## src/rtl/budget_regulator.sv

```systemverilog
// rtl/budget_regulator.sv - per-queue budget regulation and round-robin grant for a shared serializer
//
// Purpose: arbitrates between NUMBER_OF_QUEUES packet queues feeding one serializer.
//          Each queue may issue at most budgets[i] packets per regulation period.
//          A period of 0 turns regulation off and leaves plain round-robin.
//
// Ports:
//   clock           - single clock, rising edge
//   reset           - asynchronous, active-high
//   empty           - per-queue empty flag (1 = no packet)
//   budgets         - per-queue packet allowance per period
//   period          - period length in cycles, 0 disables regulation
//   consumed        - serializer has taken the granted packet
//   id              - index of the granted queue
//   enable          - grant outstanding
//   hasBeenConsumed - one-hot pop pulse to the queues
//   exhausted       - per-queue "no budget left" while regulating
//   period_tick     - one-cycle pulse in the cycle whose closing edge reloads budgets

module budget_regulator #(
    parameter int NUMBER_OF_QUEUES = 4,
    parameter int REGISTER_SIZE    = 32
) (
    input  logic                                             clock,
    input  logic                                             reset,
    input  logic [NUMBER_OF_QUEUES-1:0]                      empty,
    input  logic [NUMBER_OF_QUEUES-1:0][REGISTER_SIZE-1:0]   budgets,
    input  logic [REGISTER_SIZE-1:0]                         period,
    input  logic                                             consumed,
    output logic [$clog2(NUMBER_OF_QUEUES)-1:0]              id,
    output logic                                             enable,
    output logic [NUMBER_OF_QUEUES-1:0]                      hasBeenConsumed,
    output logic [NUMBER_OF_QUEUES-1:0]                      exhausted,
    output logic                                             period_tick
);

    localparam int ID_W = $clog2(NUMBER_OF_QUEUES);

    typedef enum logic [1:0] {
        IDLE   = 2'd0,
        WAIT   = 2'd1,
        RETIRE = 2'd2
    } state_t;

    state_t                                         state;
    state_t                                         next_state;

    logic [NUMBER_OF_QUEUES-1:0][REGISTER_SIZE-1:0] remaining;
    logic [REGISTER_SIZE-1:0]                       period_count;
    logic                                           reload_pending;
    logic [ID_W-1:0]                                last_granted;

    logic                                           regulate;
    logic                                           wrap;
    logic [NUMBER_OF_QUEUES-1:0]                    eligible;
    logic                                           grant_found;
    logic [ID_W-1:0]                                grant_idx;
    logic [ID_W-1:0]                                cand;

    assign regulate = (period != '0);
    assign wrap     = regulate && (period_count == period - REGISTER_SIZE'(1));

    // Gated with reset so a period of 1 cannot produce a tick while held in reset.
    assign period_tick = wrap && !reset;

    always_comb begin
        for (int i = 0; i < NUMBER_OF_QUEUES; i++) begin
            eligible[i]  = !empty[i] && (!regulate || (remaining[i] != '0));
            exhausted[i] = regulate && (remaining[i] == '0);
        end
    end

    // Round-robin search starting just after the last retired grant.
    always_comb begin
        grant_found = 1'b0;
        grant_idx   = '0;
        cand        = '0;
        for (int k = 1; k <= NUMBER_OF_QUEUES; k++) begin
            cand = ID_W'((int'(last_granted) + k) % NUMBER_OF_QUEUES);
            if (!grant_found && eligible[cand]) begin
                grant_found = 1'b1;
                grant_idx   = cand;
            end
        end
    end

    // FSM: state register
    always_ff @(posedge clock or posedge reset) begin
        if (reset) begin
            state <= IDLE;
        end else begin
            state <= next_state;
        end
    end

    // FSM: next state
    always_comb begin
        next_state = state;
        case (state)
            IDLE:    if (grant_found) next_state = WAIT;
            WAIT:    if (consumed)    next_state = RETIRE;
            RETIRE:  next_state = IDLE;
            default: next_state = IDLE;
        endcase
    end

    // FSM: outputs. Decoding from state lets an asynchronous reset drop enable at once.
    always_comb begin
        enable          = (state == WAIT);
        hasBeenConsumed = '0;
        if (state == RETIRE) begin
            hasBeenConsumed[id] = 1'b1;
        end
    end

    // Budget bookkeeping and grant registers.
    always_ff @(posedge clock or posedge reset) begin
        if (reset) begin
            period_count   <= '0;
            reload_pending <= 1'b1;
            remaining      <= '0;
            id             <= '0;
            last_granted   <= ID_W'(NUMBER_OF_QUEUES - 1);
        end else begin
            if (!regulate) begin
                period_count <= '0;
            end else if (wrap) begin
                period_count <= '0;
            end else begin
                period_count <= period_count + REGISTER_SIZE'(1);
            end

            reload_pending <= 1'b0;

            // A reload takes priority over a retire decrement in the same cycle.
            if (reload_pending || wrap) begin
                remaining <= budgets;
            end else if ((state == RETIRE) && regulate && (remaining[id] != '0)) begin
                remaining[id] <= remaining[id] - REGISTER_SIZE'(1);
            end

            if ((state == IDLE) && grant_found) begin
                id <= grant_idx;
            end

            if (state == RETIRE) begin
                last_granted <= id;
            end
        end
    end

endmodule
```

## config.mk

```make
export PLATFORM = sky130hd
export DESIGN_NAME = budget_regulator
export DESIGN_NICKNAME = d
export VERILOG_FILES = /design/src/rtl/budget_regulator.sv
export SDC_FILE = /design/constraint.sdc
export NUM_CORES = 1
export LEC_CHECK = 0
export BUFFER_PORTS_ARGS = -buffer_cell sky130_fd_sc_hd__buf_2
export CORE_MARGIN = 2
export CORE_UTILIZATION = 46
export DETAILED_ROUTE_END_ITERATION = 8
export PLACE_DENSITY = 0.78
export SYNTH_ARGS = -nofsm -noshare
export SYNTH_HDL_FRONTEND = slang
export SYNTH_SLANG_ARGS = --single-unit
```

## constraint.sdc

```tcl
create_clock -name clock -period 7.1 [get_ports clock]
set_clock_uncertainty 0.15 [all_clocks]
set_input_delay 1.42 -clock clock [delete_from_list [all_inputs] [get_ports clock]]
set_output_delay 1.42 -clock clock [all_outputs]
set_load 0.02 [all_outputs]
```

==> reports/qor.csv <==
metric,value,unit
die_area,25360,um^2
avgRoutedWirePerCell,22.17,um
ys_warn_count,0,
overflow,0,
ctsRootBufferMaster,clkbuf_16,
final_cells,1598,
io_pins,179,
dp.cells,1565,
r2r_start,id[1],
ff2ff_setup_slack,1.99,ns
via_per_inst,6.390,
grtUsageTotal,28.01,%
use_met2,42.94,%
min_period_over_period,86.87,%
synth_seq_cells,167,
synth_cell_types,69,
power_density,270.1,nW/um^2
ir_drop,0.0001291,V
rsz0062_at_grt,false,
drc,0,
regArea,4185,um^2
synth_area,11090,um^2
nFillCells,2135,
power.leakage,5.267,nW
synth-edff-count,0,
postSynthAreaPerCell,9.742,um^2
port-buffer-count,178,
hp-class,register to register,
min-delay-start,last_granted[0],
dr.pass1.iters,7,
initial_utilization,47.09,%
area_growth_syn_to_layout,15.27,%
setup_viol_count_final,0,
hold_violations,0,
route.final.wire_length,35430,um
cp.required,5.53,ns
maxCapViolCount,0,
layout_common_cells,"buf_2 (178), dfrtp_1 (162), nand2_1 (98)",
critPathLaunch,period[3],
syn-num-nets,1309,
cts_resized,0,
end_kind,output pin,
gp_congestion,0.9242,
met3_usage,6.460,%
fin_util,54.28,%
grt_max_degree,129,
core-area,23540,um^2
regToRegEndpoint,remaining[101],
yosysSeqAreaShare,37.73,%
post_cts_buffers,0,
layout.nets,1436,
mostFrequentLayoutCell,buf_2,
multiInputGateArea,6429,um^2
grt_pass1_wl,56100,um
grt_util_met1,39.21,%
setup-tns-final,0,ns
cp.arrival,4.60,ns
maxSlewViolCount,0,
ant_nets,0,
fmax,162.1,MHz
cts_tree,yes,
cts_buffer_depth,2,
outcome,"finished, final reports clean",
setup.worst_path.start_class,primary input,
worst_pin_slew,1.147,ns
whs_path_depth,2,
ctsHtreeMaxLevel,4,
cts_buffers,17,
layout-drive-gt1-share,25.27,%
slew_headroom,23.56,%
ys.flop_type,dfrtp_1,
hold_end,last_granted[0],
period_minus_slack,6.168,ns
clk_pin_slew,0.07,ns
busiest_layer,met2,
chipWidth,159.2,um
grt_antenna_before_repair,2,
rows,56,
drtIter0Drc,1283,
hpwlAfterDp,25170,um
num_vias,10210,
cts.sinks,167,
clk_latency,0.44,ns
grt_pass1_vias,9933,
worstPathMaxFanout,8,
ctsHoldBuffers,0,
reg2reg_depth,10,
synthCells,1138,
synthArstFlopShare,100.0,%
dieHeight,159.2,um
crit_type,primary input to output pin,
[cells by family after synthesis]
group,after synthesis,share of synthesized area (%)
and+or+nand+nor,416,19.82
other,1,0.03382
xor gates and xnor gates,90,7.110
buffers and inverters,118,4.559
adders and majority gates,4,0.4514
DFF,167,37.73
AOI/OAI and AO/OA,252,17.22
muxes,90,13.08
[metrics by stage]
stage | area, um^2 | hold WS (ns) | power, mW | setup WS (ns)
global placement | 12180 | 0.3791 | 2.436 | 0.9879
global route | 12780 | 0.4358 | 3.609 | 0.7993
CTS | 12780 | 0.4044 | 3.426 | 0.9521
floorplan | 11090 | 0.3476 | 2.142 | 1.017
detailed placement | 12180 | 0.3849 | 2.470 | 0.9624
finish | 12780 | 0.4090 | 3.451 | 0.9325
[synth_stat cells (all sizes together) (7+ instances only)]
library cell	count	area, um^2
o22ai	29	181.4
nor4	56	369.1
dfrtp	164	4104
clkbuf	56	210.2
nand3	24	120.1
and3	8	50.05
buf	31	178.9
mux4	33	743.2
a2bb2oi	81	709.4
mux2	37	506.7
nor2	71	266.5
nand2	98	367.9
xor2	44	385.4
inv	31	116.4
or3	8	50.05
mux2i	20	200.2
nor3	56	291.5
nand3b	7	56.30
xnor2	46	402.9
o21ai	47	235.2
or4	7	56.30
o22a	53	464.2
nand2b	14	87.58
nand4	26	162.7
[worst max-delay path: stages]
cell	delay, ns
buf_2	0.14
or4_1	0.67
or4_1	0.60
mux2i_1	0.15
mux2i_1	0.14
a21oi_1	0.08
a211oi_1	0.56
nand4_1	0.47
nor2_1	0.18
buf_2	0.18
[cell type report]
type	instances	share of cell area (%)
Tap cell	319	3.123
Multi-Input combinational cell	853	50.30
Clock buffer	17	3.329
Timing Repair Buffer	195	8.165
Sequential cell	167	32.75
Antenna cell	1	0.01958
Inverter	31	0.9497
Clock inverter	15	1.361
[where the power goes]
| group | leakage [nW] | switching (mW) | internal, mW |
|---|---|---|---|
| combinational | 3.03 | 0.646 | 0.572 |
| clock | 0.287 | 0.429 | 0.528 |
| sequential | 1.95 | 0.191 | 1.09 |
| total | 5.27 | 1.27 | 2.19 |
[layer usage]
| metal | routed length [um] | vias to the layer above |
|---|---|---|
| met5 | 7 | - |
| met4 | 1206 | 2 |
| met3 | 3895 | 85 |
| met2 | 16110 | 699 |
| met1 | 14210 | 4883 |
| li1 | - | 4542 |
[state kept, by name, summed over array words and instances (netlist names)]
register	cells
period_count	32
id	2
state	2
last_granted	2
reload_pending	1
remaining	128
[worst max path at each step]
stage,slack (ns),cells after the start,endpoint
final,0.93,10,period_tick
after global routing,0.80,10,period_tick
after CTS,0.95,10,period_tick
after detailed placement,0.96,10,period_tick
after global placement,0.99,10,period_tick
after floorplan,1.02,1,id[0]
(Power assumes the default switching activity.)
